$ cat config.mk
export PLATFORM = sky130hd
export DESIGN_NAME = mux5_reg
export DESIGN_NICKNAME = d
export VERILOG_FILES = /design/src/rtl/mux5_reg.sv
export SDC_FILE = /design/constraint.sdc
export NUM_CORES = 1
export LEC_CHECK = 0
export CAP_MARGIN = 20
export CORE_MARGIN = 8
export CORE_UTILIZATION = 34
export DETAILED_ROUTE_END_ITERATION = 8
export GPL_ROUTABILITY_DRIVEN = 0
export PLACE_DENSITY = 0.74
export SLEW_MARGIN = 25
export SYNTH_ARGS = -nofsm -noshare
export SYNTH_HDL_FRONTEND = slang
export SYNTH_HIERARCHICAL = 1
export SYNTH_SLANG_ARGS = --single-unit
$ cat constraint.sdc
create_clock -name clk -period 1.4 [get_ports clk]
set_input_delay 0.35 -clock clk [delete_from_list [all_inputs] [get_ports clk]]
set_output_delay 0.35 -clock clk [all_outputs]
set_load 0.01 [all_outputs]
$ cat src/rtl/mux5_reg.sv
// Registered 5:1 word multiplexer for datapath source selection.
// The select code is decoded to a one-hot enable, and each source passes
// through its own gating lane. Every bit of an unselected source is ANDed
// with zero, so X or Z on an unused source cannot reach out.
// Codes 5..7 enable no lane, which yields all-zeros and raises sel_err
// alongside out_valid.

// One gating lane: passes src when en is high, forces zeros otherwise.
module mux5_lane #(
    parameter int WIDTH = 32
) (
    input  logic             en,
    input  logic [WIDTH-1:0] src,
    output logic [WIDTH-1:0] gated
);

    assign gated = src & {WIDTH{en}};

endmodule

module mux5_reg #(
    parameter int WIDTH = 32
) (
    input  logic             clk,
    input  logic             rst,
    input  logic             in_valid,
    input  logic [2:0]       select,
    input  logic [WIDTH-1:0] src1,
    input  logic [WIDTH-1:0] src2,
    input  logic [WIDTH-1:0] src3,
    input  logic [WIDTH-1:0] src4,
    input  logic [WIDTH-1:0] src5,
    output logic [WIDTH-1:0] out,
    output logic             out_valid,
    output logic             sel_err
);

    localparam int NUM_SRC = 5;

    logic [NUM_SRC-1:0][WIDTH-1:0] srcs;
    logic [NUM_SRC-1:0][WIDTH-1:0] gated;
    logic [NUM_SRC-1:0]            onehot;
    logic [WIDTH-1:0]              mux_word;
    logic                          sel_bad;

    // Index i of srcs holds the source chosen by select code i.
    assign srcs    = {src5, src4, src3, src2, src1};
    assign sel_bad = (select > 3'd4);

    // Decode the select code to a one-hot lane enable; codes 5..7 enable nothing.
    always_comb begin
        onehot = '0;
        for (int i = 0; i < NUM_SRC; i++) begin
            if (select == 3'(i)) onehot[i] = 1'b1;
        end
    end

    genvar g;
    generate
        for (g = 0; g < NUM_SRC; g++) begin : g_lane
            mux5_lane #(.WIDTH(WIDTH)) u_lane (
                .en    (onehot[g]),
                .src   (srcs[g]),
                .gated (gated[g])
            );
        end
    endgenerate

    // OR the gated lanes together; at most one lane is non-zero.
    always_comb begin
        mux_word = '0;
        for (int i = 0; i < NUM_SRC; i++) begin
            mux_word = mux_word | gated[i];
        end
    end

    // Output register: reset wins, otherwise capture on in_valid or hold the word.
    always_ff @(posedge clk) begin
        if (rst) begin
            out       <= '0;
            out_valid <= 1'b0;
            sel_err   <= 1'b0;
        end else if (in_valid) begin
            out       <= mux_word;
            out_valid <= 1'b1;
            sel_err   <= sel_bad;
        end else begin
            out_valid <= 1'b0;
            sel_err   <= 1'b0;
        end
    end

endmodule

==> results of run 1 <==
-- cells by family after synthesis --
kind of cell | after synthesis | synth area share
buffers and inverters | 26 | 0.0499
flip-flops | 34 | 0.209
AND/OR/NAND/NOR | 262 | 0.634
AO/OA/AOI/OAI | 33 | 0.107
-- per-layer routing --
layer	share of wire	global-route usage	wire length, microns
met5	0	0	0
met4	0.0050	0.0213	60
met3	0.088	0.0676	1060
met2	0.49	0.320	5880
met1	0.42	0.196	4960
-- timing repair --
| item | 4_1_cts | 5_1_grt |
|---|---|---|
| pin swaps | 4 | 3 |
| hold endpoints to repair | 0 | 0 |
| cloned | 0 | 2 |
| setup endpoints to repair | 66 | 28 |
| gates resized for setup | 66 | 12 |
| buffers inserted | 7 | 0 |
-- area by class of cell --
| type | instances | share of cell area |
|---|---|---|
| multi-input combinational | 295 | 0.446 |
| timing repair buffer | 223 | 0.390 |
| sequential | 34 | 0.120 |
| tap | 129 | 0.0284 |
| clock buffer | 7 | 0.0152 |
| clock inverter | 1 | 0.000882 |
-- cell usage in the layout (no fill, tap or decap), drive strengths merged, types with 3 or more instances in the layout --
cell type      instances
clkbuf                10
clkdlybuf4s50        160
dfxtp                 34
dlygate4sd2           34
a211oi                32
nor4b                 32
buf                   26
and2                 160
nor3b                  3
nor2                  64
-- worst min path at each step --
stage                          from      end  slack (ns)
after floorplan           select[2]  sel_err        0.48
after global placement       out[0]   out[0]        0.47
after detailed placement    out[10]  out[10]        0.48
after CTS                       rst   out[9]        0.27
after global routing            rst   out[9]        0.27
final                           rst   out[9]        0.28
-- state kept, by name, indices dropped and copies added, names as in the netlist --
register and cells:
out 32, out_valid 1, sel_err 1
-- where the power goes --
part           switching [W]  leakage [nW]  internal (W)
Sequential         0.0000314         0.282       0.00104
Clock               0.000395        0.0482      0.000398
Combinational       0.000395          2.07      0.000772
-- worst max-delay path, delay by kind of cell --
family                 cells  cell delay (ns)
and+or+nand+nor            3             0.51
buffers and inverters      3             0.48
AOI/OAI and AO/OA          1             0.21
-- metrics by stage --
step / total power, W / TNS [ns] / setup WS (ns) / instances / hold WS (ns)
floorplan: 0.00157 / 0 / 0.0396 / 355 / 0.483
global placement: 0.00225 / -23.29 / -0.764 / 674 / 0.473
CTS: 0.00307 / 0 / 0.00274 / 687 / 0.267
finish: 0.00303 / 0 / 0.0478 / 689 / 0.283
detailed placement: 0.00227 / -24.32 / -0.806 / 674 / 0.478
global route: 0.00320 / -0.00725 / -0.00725 / 689 / 0.270
==> results_dict.tcl, run 1 <==
set metrics [dict create \
    final_min_period_over_clock_period 0.966 \
    worst_hold_path.num_cells 2 \
    achievable-frequency_mhz 740 \
    critPathCapture "out[11]" \
    detail_route.wirelength_mm 12.0 \
    synth.avg_cell_area_sq_um 9.18 \
    dieArea_sq_um 13000 \
    drv_slew 0 \
    port-buffer-count 199 \
    synth_warnings 6 \
    synth_fp_nets 521 \
    area_growth_pct 74.1 \
    final_design_area_no_fill_sq_um 5680 \
    die_w_microns 114 \
    post-route-drc-count 0 \
    ant_nets 0 \
    crit_path_start_kind "input pin" \
    synth_top_area_share 0.369 \
    root_buffer "clkbuf_8" \
    grt_pass1_vias 3503 \
    dominantRegCellSynth "dfxtp_1" \
    insertedDiodeCount 0 \
    ir_worst_vdd_mv 0.367 \
    criticalPathCategory "in -> reg" \
    cp_max_fo 7 \
    number_of_antenna_violations_at_the_first_check_in_global_routing 0 \
    async_reset_ff_frac 0 \
    clock_path_buffers 2 \
    grt_start_max_net_pins 34 \
    r2r_path_start "out[4]" \
    crit_path_end_kind "flip-flop" \
    core_sq_um 9280 \
    worstHoldPathType "in -> reg" \
    sequential_cell_area_sq_um 681 \
    max-slew-margin-rel 0.785 \
    synthTopCellsByArea "and2_2, dfxtp_1, nor4b_4, a211oi_2, nor2_1" \
    clk_latency_ns 0.28 \
    r2r-end "out[4]" \
    dieHeight_microns 114 \
    floorplan.initialDensity 0.351 \
    detailroute.via_count 3169 \
    run_status "completed" \
    cp_slowest_cell "nor3b_4" \
    synth-edff-count 0 \
    io_pins 200 \
    synth_area_sq_um 3260 \
    floorplan.rows 35 \
    setup_viol_count_final 0 \
    most_repeated_cell_in_the_gate_level_netlist_after_synthesis "and2_2" \
    layout.core_utilization 0.611 \
    placement_cell_area_sq_um 5450 \
    detailedRoute.firstPassIterationCount 4 \
    r2r_cells 2 \
    worst_clock_skew_ns 0 \
    cts_made_buffers 5 \
    filler_cell_count 828 \
    slew_at_the_pin_with_the_worst_max_slew_slack_ns 0.322 \
    cts-htree-levels 2 \
    wire_length_of_the_first_global_routing_pass_mm 18.3 \
    fin_nets 725 \
    area_of_the_multi_input_gates_sq_um 2530 \
    post_synth_inst_count 355 \
    max_cap_violations 0 \
    ys_ff_latch 34 \
    synth_sequential_area_ratio 0.209 \
    synth.lib_cells_used.distinct 17 \
    tritoncts "done" \
    cp_data_arrival_time_ns 1.56 \
    worstPathCellList "buf_2 > buf_6 > nor3b_4 > buf_4 > and2_2 > nor4b_2 > a211oi_1" \
    initialDrtViolationCount 145 \
    power_density_nw_per_um2 533 \
    post-dp-hpwl_mm 9.37 \
    gr-usage-all-layers 0.177 \
    p_leak_nw 2.40 \
    cts.sinks 34 \
    post-synth-top-area-cell "and2_2" \
    critical-path-max-stage-delay_ns 0.31 \
    report.final.hold_viol_count 0 \
    cp-startpoint "select[2]" \
    routed_via_density 4.60 \
    drive_above_1_share 0.452 \
    worst-endpoint-required_ns 1.60 \
    grt_remaining_overflow 0 \
    wl_per_cell_microns 17.4 \
    rsz0062_at_grt "yes" \
    final_period_minus_worst_setup_slack_ns 1.35 \
    regToRegSetupSlack_ns 0.72 \
    synth_common_cells "and2_2, nor2_1, dfxtp_1" \
    clk_transition_reported_paths_ns 0.08 \
    cts_hold_buffers 0 \
]
No activity file was read; power rests on OpenSTA's default activity.
==> run 2, diff against run 1 <==
Settings changed: CORE_ASPECT_RATIO set to 0.5.
==> run 2 against run 1 <==
The flow now finishes with violations (setup timing). Hold slack improved by 0.12 ns. Maximum frequency fell by 5.9%. Combinational power rose by 14%. Clock skew did not move. Critical path type unchanged. Critical endpoint is now out[14]. Largest power group unchanged.
==> results_dict.tcl, run 2 (synthesis results as in run 1) <==
set metrics [dict create \
    timing.critical_path.buf_inv 5 \
    criticalPathCategory "in -> reg" \
    fin_setup_tns_ns -0.0714 \
    failed_checks "setup timing" \
    setup_viol_count_final 4 \
    final_period_minus_worst_setup_slack_ns 1.44 \
    ir_worst_vdd_mv 0.424 \
    worstPathCellList "buf_6 > buf_6 > buf_6 > nor3b_4 > buf_6 > buf_6 > and2_2 > nor2_1 > a211oi_2" \
    fin_worst_hold_slack_ns 0.400 \
    max-slew-margin-rel 0.814 \
    post-dp-hpwl_mm 9.82 \
    sequential_cell_area_sq_um 681 \
    clk_latency_ns 0.28 \
    filler_cell_count 729 \
    clk_transition_reported_paths_ns 0.05 \
    cts.sinks 34 \
    die_w_microns 154 \
    max_ffs_per_register 32 \
    detail_route.wirelength_mm 13.4 \
    worst_hold_path.num_cells 2 \
    area_of_the_multi_input_gates_sq_um 2670 \
    cp_slowest_cell "nor3b_4" \
    dieHeight_microns 85.2 \
    critPathTopFamily "buffers and inverters" \
    number_of_antenna_violations_at_the_first_check_in_global_routing 1 \
    crit_path_start_kind "input pin" \
    timing.final.ws_setup_ns -0.0369 \
    grt_start_max_net_pins 31 \
    initialDrtViolationCount 121 \
    routed_via_density 4.76 \
    gr-usage-all-layers 0.196 \
    layout.core_utilization 0.657 \
    crit_path_frequent_cell "buf_6" \
    grt_pass1_vias 3796 \
    post-route-drc-count 0 \
    clock_path_buffers 2 \
    r2r_cells 2 \
    cts-htree-levels 2 \
    wire_length_of_the_first_global_routing_pass_mm 20.4 \
    port-buffer-count 199 \
    io_pins 200 \
    area_growth_pct 89.3 \
    drv_slew 0 \
    wl_per_cell_microns 19.1 \
    layout.cells.most_common "clkdlybuf4s50_1" \
    drive_above_1_share 0.502 \
    worst_clock_skew_ns 0 \
    detailedRoute.firstPassIterationCount 4 \
    root_buffer "clkbuf_16" \
    achievable-frequency_mhz 696 \
    layout_top_registers "out x32, out_valid x1, sel_err x1" \
    worst-endpoint-required_ns 1.60 \
    report.final.hold_viol_count 0 \
    dieArea_sq_um 13200 \
    insertedDiodeCount 0 \
    critical-path-max-stage-delay_ns 0.22 \
    cp.depth 9 \
    core_sq_um 9380 \
    max_cap_violations 0 \
    rsz0062_at_grt "yes" \
    power_density_nw_per_um2 561 \
    floorplan.initialDensity 0.347 \
    grt_remaining_overflow 0 \
    largest-register "out" \
    placement.setup.worst_slack_ns -0.839 \
    worstHoldPathType "in -> reg" \
    final_min_period_over_clock_period 1.03 \
    cts_made_buffers 5 \
    cp_data_arrival_time_ns 1.63 \
    detailroute.via_count 3334 \
    floorplan.rows 25 \
    tritoncts "done" \
    p_leak_nw 2.64 \
    most-common-layout-cells "clkdlybuf4s50_1, and2_2, nor2_1" \
    cp_max_fo 6 \
    ant_nets 0 \
    crit_path_end_kind "flip-flop" \
    fin_nets 746 \
    slew_at_the_pin_with_the_worst_max_slew_slack_ns 0.278 \
    run_status "complete, but fails checks" \
]
run 2: changes by cell type in the layout (fill, tap and decap cells not counted), sizes merged:
cell	change
buf	+21
clkinv	-1
run 2: metrics by stage:
stage / instances / area [sq um] / total power [W]
5_1_grt: 701 / 6170 / 0.00362
4_1_cts: 702 / 6040 / 0.00343
6_report: 701 / 6170 / 0.00346
3_3_place_gp: 672 / 5540 / 0.00228
2_1_floorplan: 355 / 3260 / 0.00157
3_5_place_dp: 672 / 5540 / 0.00230
run 2: layout make-up:
cell class,instances,share of cell area
clock buffer,7,0.0215
timing repair buffer,244,0.411
tap,121,0.0245
sequential,34,0.110
multi-input combinational,295,0.432
run 2: report_power, final:
group,internal (W),switching [W]
combinational,0.000871,0.000455
clock,0.000651,0.000411
sequential,0.00104,0.0000346
total,0.00256,0.000901
run 2: layer usage:
layer  up-vias  part of all wire  global-route usage  routed length (microns)
met5         -           0.00090                   0                       12
met4         2             0.038              0.0750                      508
met3        39             0.048              0.0497                      649
met2        97              0.53               0.368                     7070
met1      1562              0.38               0.209                     5160
li1       1634                 -                   -                        -
run 2: what timing repair did:
| action | CTS | global route |
|---|---|---|
| pin swaps | 19 | 27 |
| hold buffers | 0 | 0 |
| resized for setup | 95 | 59 |
| endpoints found under the setup margin | 66 | 32 |
| setup buffers | 18 | 4 |
| gates cloned | 5 | 2 |
run 2: path summary, 6_finish.rpt:
check	end	startpoint	slack [ns]
setup / recovery	out[14]	select[0]	-0.04
hold / removal	sel_err	select[2]	0.40
setup reg to reg	out[30]	out[30]	0.70
hold reg to reg	out[8]	out[8]	0.49
==> run 3, diff against run 2 <==
Settings changed: CORE_UTILIZATION 34 to 59, DONT_BUFFER_PORTS set to 1.
==> run 3 against run 2 <==
The run now ends clean. Combinational power decreased by 65%. Die area decreased by 37%. Clock power decreased by 36%. Maximum frequency increased by 10%. Sequential share of layout area increased by 8.9 points. Via count decreased by 27%. Routed wire length decreased by 31%. Flip-flop and latch count unchanged. Hold slack got worse by 0.27 ns. Critical endpoint is now out[24]. Largest cell class unchanged.
==> results_dict.tcl, run 3 (synthesis results as in run 1) <==
set metrics [dict create \
    fin_setup_tns_ns 0 \
    drv_slew 0 \
    criticalPathCategory "in -> reg" \
    cts-htree-levels 2 \
    floorplan.rows 19 \
    routed_via_density 5.83 \
    ant_nets 0 \
    worstPathCellList "nor3b_2 > buf_4 > and2_2 > nor4b_4 > a211oi_2" \
    io_pins 200 \
    gr-usage-all-layers 0.213 \
    detail_route.wirelength_mm 9.30 \
    tritoncts "done" \
    wire_length_of_the_first_global_routing_pass_mm 13.9 \
    power.net_switching_w 0.000612 \
    p_leak_nw 1.38 \
    max_cap_violations 0 \
    power.share.combinational 0.208 \
    rsz0062_at_grt "no" \
    report.final.hold_viol_count 0 \
    final_period_minus_worst_setup_slack_ns 1.30 \
    initialDrtViolationCount 127 \
    r2r_cells 2 \
    cts_made_buffers 5 \
    most-common-layout-cells "and2_2, nor2_1, dfxtp_1" \
    crit_path_start_kind "input pin" \
    wl_met3_mm 1.02 \
    fin_nets 512 \
    clockPowerShare 0.297 \
    drive_above_1_share 0.633 \
    swShare 0.270 \
    clock_path_buffers 2 \
    cp_max_fo 9 \
    clk_transition_reported_paths_ns 0.07 \
    insertedDiodeCount 0 \
    critical-path-max-stage-delay_ns 0.47 \
    worst_clock_skew_ns 0 \
    post-route-drc-count 0 \
    placement.setup.worst_slack_ns -0.250 \
    max_ffs_per_register 32 \
    worstHoldPathType "in -> reg" \
    layout_top_registers "out x32, out_valid x1, sel_err x1" \
    max-slew-margin-rel 0.636 \
    final_min_period_over_clock_period 0.931 \
    layout.cells.most_common "and2_2" \
    timing.final.ws_setup_ns 0.0962 \
    dieHeight_microns 68.6 \
    setup_viol_count_final 0 \
    post_cts.resized_instances 0 \
    clk_latency_ns 0.27 \
    crit_path_end_kind "flip-flop" \
    grt_start_max_net_pins 66 \
    area_growth_pct 4.80 \
    detailedRoute.firstPassIterationCount 4 \
    largest-register "out" \
    report.power.total_w 0.00227 \
    postCtsSetupBuffers 0 \
    cts_hold_buffers 0 \
    root_buffer "clkbuf_8" \
    number_of_antenna_violations_at_the_first_check_in_global_routing 0 \
    internal_power_w 0.00166 \
    cp_data_arrival_time_ns 1.50 \
    ir_worst_vdd_mv 0.369 \
    wl_per_cell_microns 22.2 \
    cp_slowest_cell "nor3b_2" \
    dr_top_layer "met4" \
    worst-endpoint-required_ns 1.59 \
    wirelength_met1_mm 3.49 \
    post-dp-hpwl_mm 7.68 \
    grt_pass1_vias 2739 \
    slew_at_the_pin_with_the_worst_max_slew_slack_ns 0.544 \
    power_frac_seq 0.495 \
    port-buffer-count 0 \
    die_w_microns 121 \
    core_sq_um 5400 \
    sum_of_met2_wire_segment_lengths_after_detailed_routing_mm 4.73 \
    floorplan.initialDensity 0.604 \
    grt_remaining_overflow 0 \
    worst_hold_path.num_cells 1 \
    achievable-frequency_mhz 767 \
    cts.sinks 34 \
    dieArea_sq_um 8300 \
    power_density_nw_per_um2 664 \
    detailroute.via_count 2444 \
    run_status "completed" \
]
==> run 3: cell count changes in the layout (fill, tap and decap cells not counted), moves of 11 or more <==
cell / previous run / this run
buf_6: 14 / 0
and2_2: 119 / 160
clkdlybuf4s50_1: 160 / 0
nor4b_1: 1 / 12
dlygate4sd2_1: 34 / 0
and2_4: 41 / 0
buf_4: 17 / 6
==> run 3: cell type report <==
class | instances | area (sq um)
Fill cell | 462 | 1980
Multi-Input combinational cell | 295 | 2440
Sequential cell | 34 | 681
Timing Repair Buffer | 10 | 125
Clock buffer | 7 | 76.3
Tap cell | 73 | 91.3
==> run 3: per-layer routing <==
metal  GRT usage  up-vias
met1       0.217     1159
met5           0        -
met3       0.104        6
met2       0.399      114
met4      0.0431        0
li1            -     1165
==> run 3: final timing paths <==
path,from,to,slack (ns)
setup / recovery,select[2],out[24],0.1
hold reg to reg,out[2],out[2],0.53
setup reg to reg,out[11],out[11],0.63
hold / removal,rst,out[13],0.13
==> run 3: power by group through the flow <==
stage | logic [W] | clock network [W] | registers (W)
2_1_floorplan | 0.000446 | 0 | 0.00112
3_3_place_gp | 0.000454 | 0 | 0.00115
3_5_place_dp | 0.000476 | 0 | 0.00115
4_1_cts | 0.000476 | 0.000698 | 0.00113
5_1_grt | 0.000517 | 0.000749 | 0.00113
6_report | 0.000471 | 0.000674 | 0.00112
==> run 3: worst max-delay path: cells and delay by family <==
kind | cells | cell delay, ns
buf+inv | 1 | 0.25
compound gates | 1 | 0.20
simple gates | 3 | 0.69
==> run 3: metrics by stage <==
| step | std cells | hold slack, ns | utilization | area (sq um) |
|---|---|---|---|---|
| 4_1_cts | 419 | 0.123 | 0.632 | 3410 |
| 5_1_grt | 419 | 0.112 | 0.633 | 3420 |
| 3_5_place_dp | 412 | 0.424 | 0.618 | 3330 |
| 6_report | 419 | 0.134 | 0.633 | 3420 |
| 3_3_place_gp | 412 | 0.422 | 0.618 | 3330 |
| 2_1_floorplan | 355 | 0.483 | - | 3260 |
==> patch: new RTL, config.mk and constraints of run 3 <==
Reset style: asynchronous (`rst`), changed in one clocked block.
--- a/src/rtl/mux5_reg.sv
+++ b/src/rtl/mux5_reg.sv
@@ -75,7 +75,7 @@
     end
 
     // Output register: reset wins, otherwise capture on in_valid or hold the word.
-    always_ff @(posedge clk) begin
+    always_ff @(posedge clk or posedge rst) begin
         if (rst) begin
             out       <= '0;
             out_valid <= 1'b0;
Function: differs if rst is asserted again (counterexample within 4 cycles, from zero or initial values and one cycle with rst high); with rst held inactive, the same outputs for 10 cycles.
==> patch against run 3 <==
- routed wire length is 11% lower
- sequential cell count stayed put
- worst hold slack worse by 0.021 ns
- area after synthesis is 13% lower
- largest power group unchanged
- largest cell class unchanged
- cell area is 12% lower
- via count is 3.7% lower
- non-clock buffer count is 1 higher
- global-route usage is 0.25 points higher
- worst setup slack better by 0.23 ns
- total power is 1.3% higher
==> patch: results (changes against run 3) <==
Fin Hold WS: 0.113 ns (-0.0211 ns)
Seq area share: 28.4% (+8.5 points)
Static Leak: 1.31 nW (-5.3%)
sequential share of the synthesized area: 30.1% (+9.2 points)
number of fill cells in the layout: 411 (-11%)
largest net degree at the start of global routing: 67 (+1.5%)
design area: 3000 µm² (-12%)
Psw: 629 µW (+2.8%)
buffer share of cell area: 3.67% (+0.0098 points)
sequential power share: 54.1% (+4.6 points)
Least-Margin Pin Slew: 0.268 ns (-0.275 ns)
DP Area: 2910 µm² (-13%)
metal2 WL: 4230 µm (-10%)
r2r setup slk: 0.66 ns (+0.03 ns)
first-pass GRT wire length: 12800 µm (-8.2%)
number of library cell types mapped by synthesis: 13 (-4)
fraction of layout instances using a drive strength above 1: 52.0% (-11 points)
metal1 wirelength: 3070 µm (-12%)
multi-input gates: 294 (-0.34%)
Diodes inserted: 0 (unchanged)
Inverters: 1 (+1)
core area: 4510 µm² (-16%)
syn nets: 517 (-0.77%)
max incr delay on CP: 0.25 ns (-0.22 ns)
Mean Syn Cell Area: 8.06 µm² (-12%)
nets: 513 (+0.20%)
cts hold-fix bufs: 1 (+1)
Worst path slowest cell: nor3_1
global-route met2 utilization: 39.4% (-0.53 points)
met3 Track Usage GR: 9.23% (-1.2 points)
Post-synth top cells: and2_2, nor2_1, dfrtp_1
post-DP HPWL: 6770 µm (-12%)
Max FO, Critical Path: 32 (+23)
clk cell area share: 2.75% (+0.52 points)
vias in the first global route: 2561 (-6.5%)
status: complete, no violations
main area contributors after synthesis: and2_2, dfrtp_1, nor2_1
combinational power: 369 µW (-22%)
Post-Route WL: 8310 µm (-11%)
pre-CTS setup slack: 0.0621 ns (+0.312 ns)
Tcrit/Tclk final: 76.5% (-17 points)
Routed WL per cell: 20.2 µm (-9.2%)
Synth Flop Type: dfrtp_1
FFs w/ async S/R, synth: 100% (+100 points)
met3 WL post-DR: 965 µm (-5.1%)
Clock power frac: 29.8% (about the same)
[patch: cell count changes after synthesis, moves of 20 or more]
| cell | before | now |
|---|---|---|
| dfrtp_1 | 0 | 34 |
| nor3_1 | 1 | 33 |
| a211oi_2 | 20 | 0 |
| nor4b_4 | 20 | 0 |
| a31oi_1 | 0 | 32 |
| dfxtp_1 | 34 | 0 |
[patch: cell families after synthesis]
family          share of synthesized area (%)
buf+inv                                  4.56
compound gates                           7.43
simple gates                             57.9
flops                                    30.1
[patch: final timing paths]
path,startpoint,to,cells after the start
worst max register to register,out[16],out[16],2
worst min register to register,out[13],out[13],2
min in group asynchronous,rst,sel_err,3
worst min-delay path,in_valid,out_valid,0
max in group asynchronous,rst,out[15],3
worst max-delay path,select[0],out[20],5
[patch: critical path: cells and delay by family]
family | cells | cell delay (ns)
AO/OA/AOI/OAI | 1 | 0.12
buffers and inverters | 1 | 0.16
AND/OR/NAND/NOR | 3 | 0.57
